==> src/rtl/pci_pkg.sv <==
`default_nettype none
// ============================================================================
// Module      : pci_pkg
// Description : Shared encodings for the PCI target sequencer: memory command
//               codes, the sequencer state type and a command classifier.
// Revision    : 1.0 - initial release
// ============================================================================
package pci_pkg;

    localparam logic [3:0] CMD_MEMRD = 4'b0110;
    localparam logic [3:0] CMD_MEMWR = 4'b0111;

    typedef enum logic [2:0] {
        IDLE  = 3'd0,
        BUSY  = 3'd1,
        CLAIM = 3'd2,
        LOCAL = 3'd3,
        XFER  = 3'd4,
        DISC  = 3'd5,
        RETRY = 3'd6,
        TAR   = 3'd7
    } pci_state_t;

    // True for the two commands this target is able to claim
    function automatic logic is_mem_cmd(input logic [3:0] cmd);
        return (cmd == CMD_MEMRD) || (cmd == CMD_MEMWR);
    endfunction

endpackage
`default_nettype wire

==> src/rtl/pci_par_gen.sv <==
`default_nettype none
// ============================================================================
// Module      : pci_par_gen
// Description : Registered even-parity generator over AD[31:0] and C/BE#[3:0].
//               The enable is delayed with the data, so the parity bit and its
//               active-low output enable appear together one cycle after en.
// Revision    : 1.0 - initial release
// ============================================================================
module pci_par_gen (
    input  logic        clk,
    input  logic        rst_n,
    input  logic        en,
    input  logic [35:0] data,
    output logic        par,
    output logic        oe_par_n
);

    // Capture parity only when enabled; the enable becomes a one-cycle OE pulse
    always_ff @(posedge clk) begin
        if (!rst_n) begin
            par      <= 1'b0;
            oe_par_n <= 1'b1;
        end else begin
            oe_par_n <= ~en;
            if (en) begin
                par <= ^data;
            end
        end
    end

endmodule
`default_nettype wire

==> src/rtl/pci_target_seq.sv <==
`default_nettype none
// ============================================================================
// Module      : pci_target_seq
// Description : PCI target sequencer for single-DWORD memory read/write to one
//               memory BAR. Decodes address phases from registered bus samples,
//               runs a strobe/ack local bus cycle and drives the registered
//               target controls and output enables back to the pad layer.
// Revision    : 1.0 - initial release
// ============================================================================
module pci_target_seq
    import pci_pkg::*;
#(
    parameter int ADDR_BITS = 12,
    parameter int LAT_MAX   = 16
) (
    input  logic                    CLK,
    input  logic                    RST_N,
    input  logic                    FRAME_I_N,
    input  logic                    IRDY_I_N,
    input  logic [31:0]             AD_I,
    input  logic [3:0]              CBE_I_N,
    input  logic [31-ADDR_BITS:0]   BAR0_BASE,
    input  logic                    MEM_EN,
    output logic [31:0]             AD_O,
    output logic                    OE_AD_N,
    output logic                    TRDY_O_N,
    output logic                    DEVSEL_O_N,
    output logic                    STOP_O_N,
    output logic                    OE_TRDY_N,
    output logic                    OE_DEVSEL_N,
    output logic                    OE_STOP_N,
    output logic                    PAR_O,
    output logic                    OE_PAR_N,
    output logic [ADDR_BITS-3:0]    LB_ADDR,
    output logic [31:0]             LB_WDATA,
    output logic [3:0]              LB_BE,
    output logic                    LB_WR,
    output logic                    LB_RD,
    input  logic [31:0]             LB_RDATA,
    input  logic                    LB_ACK
);

    localparam int CNT_W = $clog2(LAT_MAX + 1);
    localparam logic [CNT_W-1:0] CNT_LAST = CNT_W'(LAT_MAX - 1);

    pci_state_t         state;
    pci_state_t         state_next;
    logic               frame_prev;
    logic [CNT_W-1:0]   cnt;
    logic [CNT_W-1:0]   cnt_next;
    logic [3:0]         cmd_q;
    logic               is_rd;

    logic               addr_phase;
    logic               hit;
    logic               latch_addr;
    logic               capture_data;
    logic               load_rdata;
    logic               lb_wr_next;
    logic               lb_rd_next;
    logic               trdy_next;
    logic               devsel_next;
    logic               stop_next;
    logic               oe_ctl_next;
    logic               oe_ad_next;
    logic               par_en;

    assign addr_phase = ~FRAME_I_N & frame_prev;
    assign hit        = MEM_EN & is_mem_cmd(CBE_I_N) & (AD_I[31:ADDR_BITS] == BAR0_BASE);
    assign is_rd      = (cmd_q == CMD_MEMRD);
    assign par_en     = (state == XFER) & is_rd;

    // State, latency counter, FRAME# history and latched command
    always_ff @(posedge CLK) begin
        if (!RST_N) begin
            state      <= IDLE;
            cnt        <= '0;
            frame_prev <= 1'b1;
            cmd_q      <= 4'b0000;
        end else begin
            state      <= state_next;
            cnt        <= cnt_next;
            frame_prev <= FRAME_I_N;
            if (latch_addr) begin
                cmd_q <= CBE_I_N;
            end
        end
    end

    // Next-state decode plus the next values of every registered bus control
    always_comb begin
        state_next   = state;
        cnt_next     = cnt;
        latch_addr   = 1'b0;
        capture_data = 1'b0;
        load_rdata   = 1'b0;
        lb_wr_next   = 1'b0;
        lb_rd_next   = 1'b0;

        case (state)
            IDLE: begin
                cnt_next = '0;
                if (addr_phase) begin
                    latch_addr = 1'b1;
                    state_next = hit ? CLAIM : BUSY;
                end
            end
            BUSY: begin
                if (FRAME_I_N && IRDY_I_N) begin
                    state_next = IDLE;
                end
            end
            CLAIM: begin
                if (cnt < CNT_LAST) begin
                    cnt_next = cnt + CNT_W'(1);
                end
                if (!IRDY_I_N) begin
                    capture_data = 1'b1;
                    lb_wr_next   = ~is_rd;
                    lb_rd_next   = is_rd;
                    state_next   = LOCAL;
                end
            end
            LOCAL: begin
                if (cnt < CNT_LAST) begin
                    cnt_next = cnt + CNT_W'(1);
                end
                // An ack on the threshold cycle still completes the transfer
                if (LB_ACK) begin
                    load_rdata = is_rd;
                    state_next = XFER;
                end else if (cnt >= CNT_LAST) begin
                    state_next = RETRY;
                end
            end
            XFER: begin
                state_next = FRAME_I_N ? TAR : DISC;
            end
            DISC, RETRY: begin
                if (FRAME_I_N) begin
                    state_next = TAR;
                end
            end
            TAR: begin
                state_next = IDLE;
            end
            default: begin
                state_next = IDLE;
            end
        endcase

        // Outputs are registered, so they are decoded from the state being entered
        devsel_next = ~((state_next == CLAIM) || (state_next == LOCAL) ||
                        (state_next == XFER)  || (state_next == DISC)  ||
                        (state_next == RETRY));
        trdy_next   = (state_next != XFER);
        if (state_next == XFER) begin
            stop_next = FRAME_I_N;
        end else if ((state_next == DISC) || (state_next == RETRY)) begin
            stop_next = 1'b0;
        end else begin
            stop_next = 1'b1;
        end
        oe_ctl_next = (state_next == IDLE) || (state_next == BUSY);
        oe_ad_next  = ~(is_rd && ((state_next == XFER) || (state_next == DISC)));
    end

    // Registered target controls, output enables and local-bus outputs
    always_ff @(posedge CLK) begin
        if (!RST_N) begin
            TRDY_O_N    <= 1'b1;
            DEVSEL_O_N  <= 1'b1;
            STOP_O_N    <= 1'b1;
            OE_TRDY_N   <= 1'b1;
            OE_DEVSEL_N <= 1'b1;
            OE_STOP_N   <= 1'b1;
            OE_AD_N     <= 1'b1;
            AD_O        <= 32'h0000_0000;
            LB_ADDR     <= '0;
            LB_WDATA    <= 32'h0000_0000;
            LB_BE       <= 4'h0;
            LB_WR       <= 1'b0;
            LB_RD       <= 1'b0;
        end else begin
            TRDY_O_N    <= trdy_next;
            DEVSEL_O_N  <= devsel_next;
            STOP_O_N    <= stop_next;
            OE_TRDY_N   <= oe_ctl_next;
            OE_DEVSEL_N <= oe_ctl_next;
            OE_STOP_N   <= oe_ctl_next;
            OE_AD_N     <= oe_ad_next;
            LB_WR       <= lb_wr_next;
            LB_RD       <= lb_rd_next;
            if (latch_addr) begin
                LB_ADDR <= AD_I[ADDR_BITS-1:2];
            end
            if (capture_data) begin
                LB_WDATA <= AD_I;
                LB_BE    <= ~CBE_I_N;
            end
            if (load_rdata) begin
                AD_O <= LB_RDATA;
            end
        end
    end

    pci_par_gen u_par_gen (
        .clk      (CLK),
        .rst_n    (RST_N),
        .en       (par_en),
        .data     ({AD_O, CBE_I_N}),
        .par      (PAR_O),
        .oe_par_n (OE_PAR_N)
    );

endmodule
`default_nettype wire
==> config.mk <==
export PLATFORM = sky130hd
export DESIGN_NAME = pci_target_seq
export DESIGN_NICKNAME = d
export VERILOG_FILES = /design/src/rtl/pci_pkg.sv /design/src/rtl/pci_par_gen.sv /design/src/rtl/pci_target_seq.sv
export SDC_FILE = /design/constraint.sdc
export NUM_CORES = 1
export LEC_CHECK = 0
export CAP_MARGIN = 30
export CORE_UTILIZATION = 43
export CTS_CLUSTER_SIZE = 10
export DETAILED_ROUTE_END_ITERATION = 10
export GPL_ROUTABILITY_DRIVEN = 0
export GPL_TIMING_DRIVEN = 0
export PLACE_DENSITY = 0.8
export SLEW_MARGIN = 10
export SYNTH_ARGS = -nofsm -noshare
export SYNTH_HDL_FRONTEND = slang
export SYNTH_HIERARCHICAL = 1
export SYNTH_SLANG_ARGS = --single-unit
==> constraint.sdc <==
create_clock -name CLK -period 2.28 [get_ports CLK]
set_input_delay 0.684 -clock CLK [delete_from_list [all_inputs] [get_ports CLK]]
set_output_delay 0.684 -clock CLK [all_outputs]
set_load 0.03 [all_outputs]
==> results.yml <==
sta:
  worst_slew_pin_slew_ns: 0.695
  period_needed_ns: 2.21
  hold_violations: 0
  fmax_mhz: 453
  slew_headroom_pct: 53.3
  maxSlewViolCount: 0
  whs_ns: 0.459
  clock_skew_ns: 0.0136
  setup_viol: 0
  rsz0062_at_grt: "false"
  finalCritPeriodShare_pct: 96.9
synth:
  synth_edf_count: 0
  ys.flop_type: "dfxtp_1"
  synth_most_common_cell: "nand2_1"
  synth-async-reset-ratio_pct: 0
  netlist_instances: 513
  yosysTopAreaCell: "dfxtp_1"
  seq_area_frac_synth_pct: 45.4
  syn-num-nets: 609
  syn_avg_cell_area_um2: 8.60
  synth_top_area_share_pct: 45.4
  ys_seq_elements: 100
  netlist_area_um2: 4410
  ys_warn_count: 6
  yosys-top-cells-area: "dfxtp_1 (45%), nand2_1 (15%), a21boi_1 (12%)"
  ys_types: 45
  yosys-top-cells-count: "nand2_1 (171), dfxtp_1 (100), a21boi_1 (71), xnor2_1 (33), clkbuf_1 (22)"
power_and_ir_drop:
  p_leak_nw: 2.39
  powerDensity_nw_per_um2: 503
  ir_drop_mv: 0.377
  total_power_mw: 3.34
cells_and_area:
  multi_input_area_um2: 2250
  num-fill-cells: 806
  area_growth_pct: 50.2
  drive_above_1_share_pct: 4.78
  ff_latch_area_um2: 2000
  final_nets: 802
cts:
  cts_max_level: 3
  post_cts_buffers: 0
  cts.sinks: 100
  clockRootBuffer: "clkbuf_8"
  worst_skew_pair.late_latency_ns: 0.36
  clkTransAtPathRegs_ns: 0.10
  clk_path_buf_depth: 2
  cts-hold-fix-buffers: 0
  cts_buffers: 9
  cts_tree: "built"
routing:
  dr.pass1.iters: 4
  vias: 4115
  drc: 0
  via_per_inst: 4.87
  wl_per_cell_um: 14.6
  totalWireLength_mm: 12.3
  drtAntennaViolNets: 0
  drt_first_iter_violations: 114
critical_path:
  r2r_cells: 6
  cp-start-kind: "input port"
  critPathCaptureType: "flop"
  path_max_fanout: 3
  regToRegStartpoint: "cmd_q[2]"
  r2r_slack_ns: 0.33
  cp.required_ns: 2.53
  critical_path_class: "in2reg"
  r2r-end: "AD_O[29]"
  crit_arrival_ns: 2.46
placement:
  hpwlAfterDp_mm: 9.73
  port_buffers: 182
job:
  cap_violations: 0
global_routing:
  antenna_found_initial: 1
  overflow: 0
  grt_max_degree: 17
  grt_pass1_wl_mm: 18.8
  first_global_vias: 3928
  track_usage_pct: 23.1
hold_path:
  min_to: "LB_WDATA[6]"
  hp-start: "LB_WDATA[6]"
  hp-class: "reg2reg"
  hold_depth: 2
die:
  num_rows: 36
  io_pins: 183
  initial_core_util_pct: 44.7
  die_h_um: 103
  die-area_um2: 10700
  die_w_um: 103
  core_area_um2: 9860
status:
  status: "complete, no violations"
==> cells in the final DEF, fill, tap and decap left out, types with 3 or more instances in the layout <==
cell and count:
clkbuf_1 23, nor4_1 3, a21boi_1 71, buf_4 5, inv_1 3, xor2_1 20
nor2b_1 6, nor2_1 8, nand4_1 4, clkdlybuf4s50_1 179, and3_1 4, dfxtp_1 100
a21oi_1 3, o211a_1 4, buf_6 4, xnor2_1 31, nand2_1 171, mux2i_1 4
clkbuf_8 10, a21boi_0 8, o21ai_0 3
==> how the worst max path moves through the flow <==
stage          startpoint       endpoint  slack [ns]  cells after the start
2_1_floorplan  CBE_I_N[3]  u_par_gen/par        0.41                      6
3_5_place_dp     AD_I[15]     DEVSEL_O_N       -0.50                      6
6_report         AD_I[25]     DEVSEL_O_N        0.07                      6
5_1_grt          cmd_q[2]       AD_O[23]        0.01                      6
4_1_cts        CBE_I_N[1]  u_par_gen/par       0.007                      7
3_3_place_gp     AD_I[15]     DEVSEL_O_N       -0.49                      6
==> report_power, final <==
part	switching (mW)	internal [mW]	leakage [nW]
Sequential	0.00953	1.76	0.808
Clock	0.599	0.547	0.101
Combinational	0.173	0.244	1.48
Total	0.782	2.55	2.39
==> area by class of cell <==
cell class	instances	share of cell area [%]
clock inverters	4	0.849
plain buffers	33	2.66
inverters	3	0.170
diodes	1	0.0378
clock buffers	12	2.19
well taps	133	2.51
repair buffers	182	27.5
multi-input cells	377	33.9
flip-flops and latches	100	30.2
==> metal layers <==
metal | up-vias | share of wire (%) | wire length, um | track usage [%]
li1 | 2064 | - | - | -
met1 | 1871 | 38 | 4680 | 24.4
met2 | 163 | 49 | 6090 | 43.1
met3 | 17 | 11 | 1390 | 7.80
met4 | 0 | 1.3 | 158 | 7.69
met5 | - | 0 | 0 | 0
==> flip-flops by register name, indices dropped and copies added, names as in the netlist <==
register	count
AD_O	32
LB_WDATA	32
LB_ADDR	10
cnt	5
LB_BE	4
cmd_q	4
state	3
DEVSEL_O_N	1
LB_RD	1
LB_WR	1
OE_AD_N	1
OE_STOP_N	1
STOP_O_N	1
TRDY_O_N	1
frame_prev	1
u_par_gen/oe_par_n	1
u_par_gen/par	1
==> per-stage QoR <==
step,setup slack (ns),std cells,instance area [um^2],utilization [%],setup TNS (ns)
final,0.0710,845,6630,67.2,0
after global routing,0.0131,845,6630,67.2,0
after CTS,0.00701,844,6620,67.1,0
after detailed placement,-0.497,828,6400,64.9,-14.06
after global placement,-0.485,828,6400,64.9,-13.02
after floorplan,0.415,513,4410,-,0
==> critical path, stage by stage <==
cell and delay, ns:
clkdlybuf4s50_1 0.45, xor2_1 0.18, nor4_2 0.38, nand4_1 0.25, o31a_1 0.36, a21o_1 0.15
==> cell families (layout without fill, tap and decap cells) <==
family          count (synthesis)  after routing  share of synthesized area (%)
mux                             4              4                          0.907
other cells                     0              1                              0
simple gates                  215            215                           20.7
fa+ha+maj                       2              2                          0.567
compound gates                102            102                           17.3
flops                         100            100                           45.4
xor+xnor                       54             54                           11.0
buf+inv                        36            234                           4.22
==> timing repair <==
action,CTS,global route
gates resized for setup,4,4
setup endpoints to repair,2,3
pin swaps,1,0
Note: power is estimated with default switching activity, not from simulation.
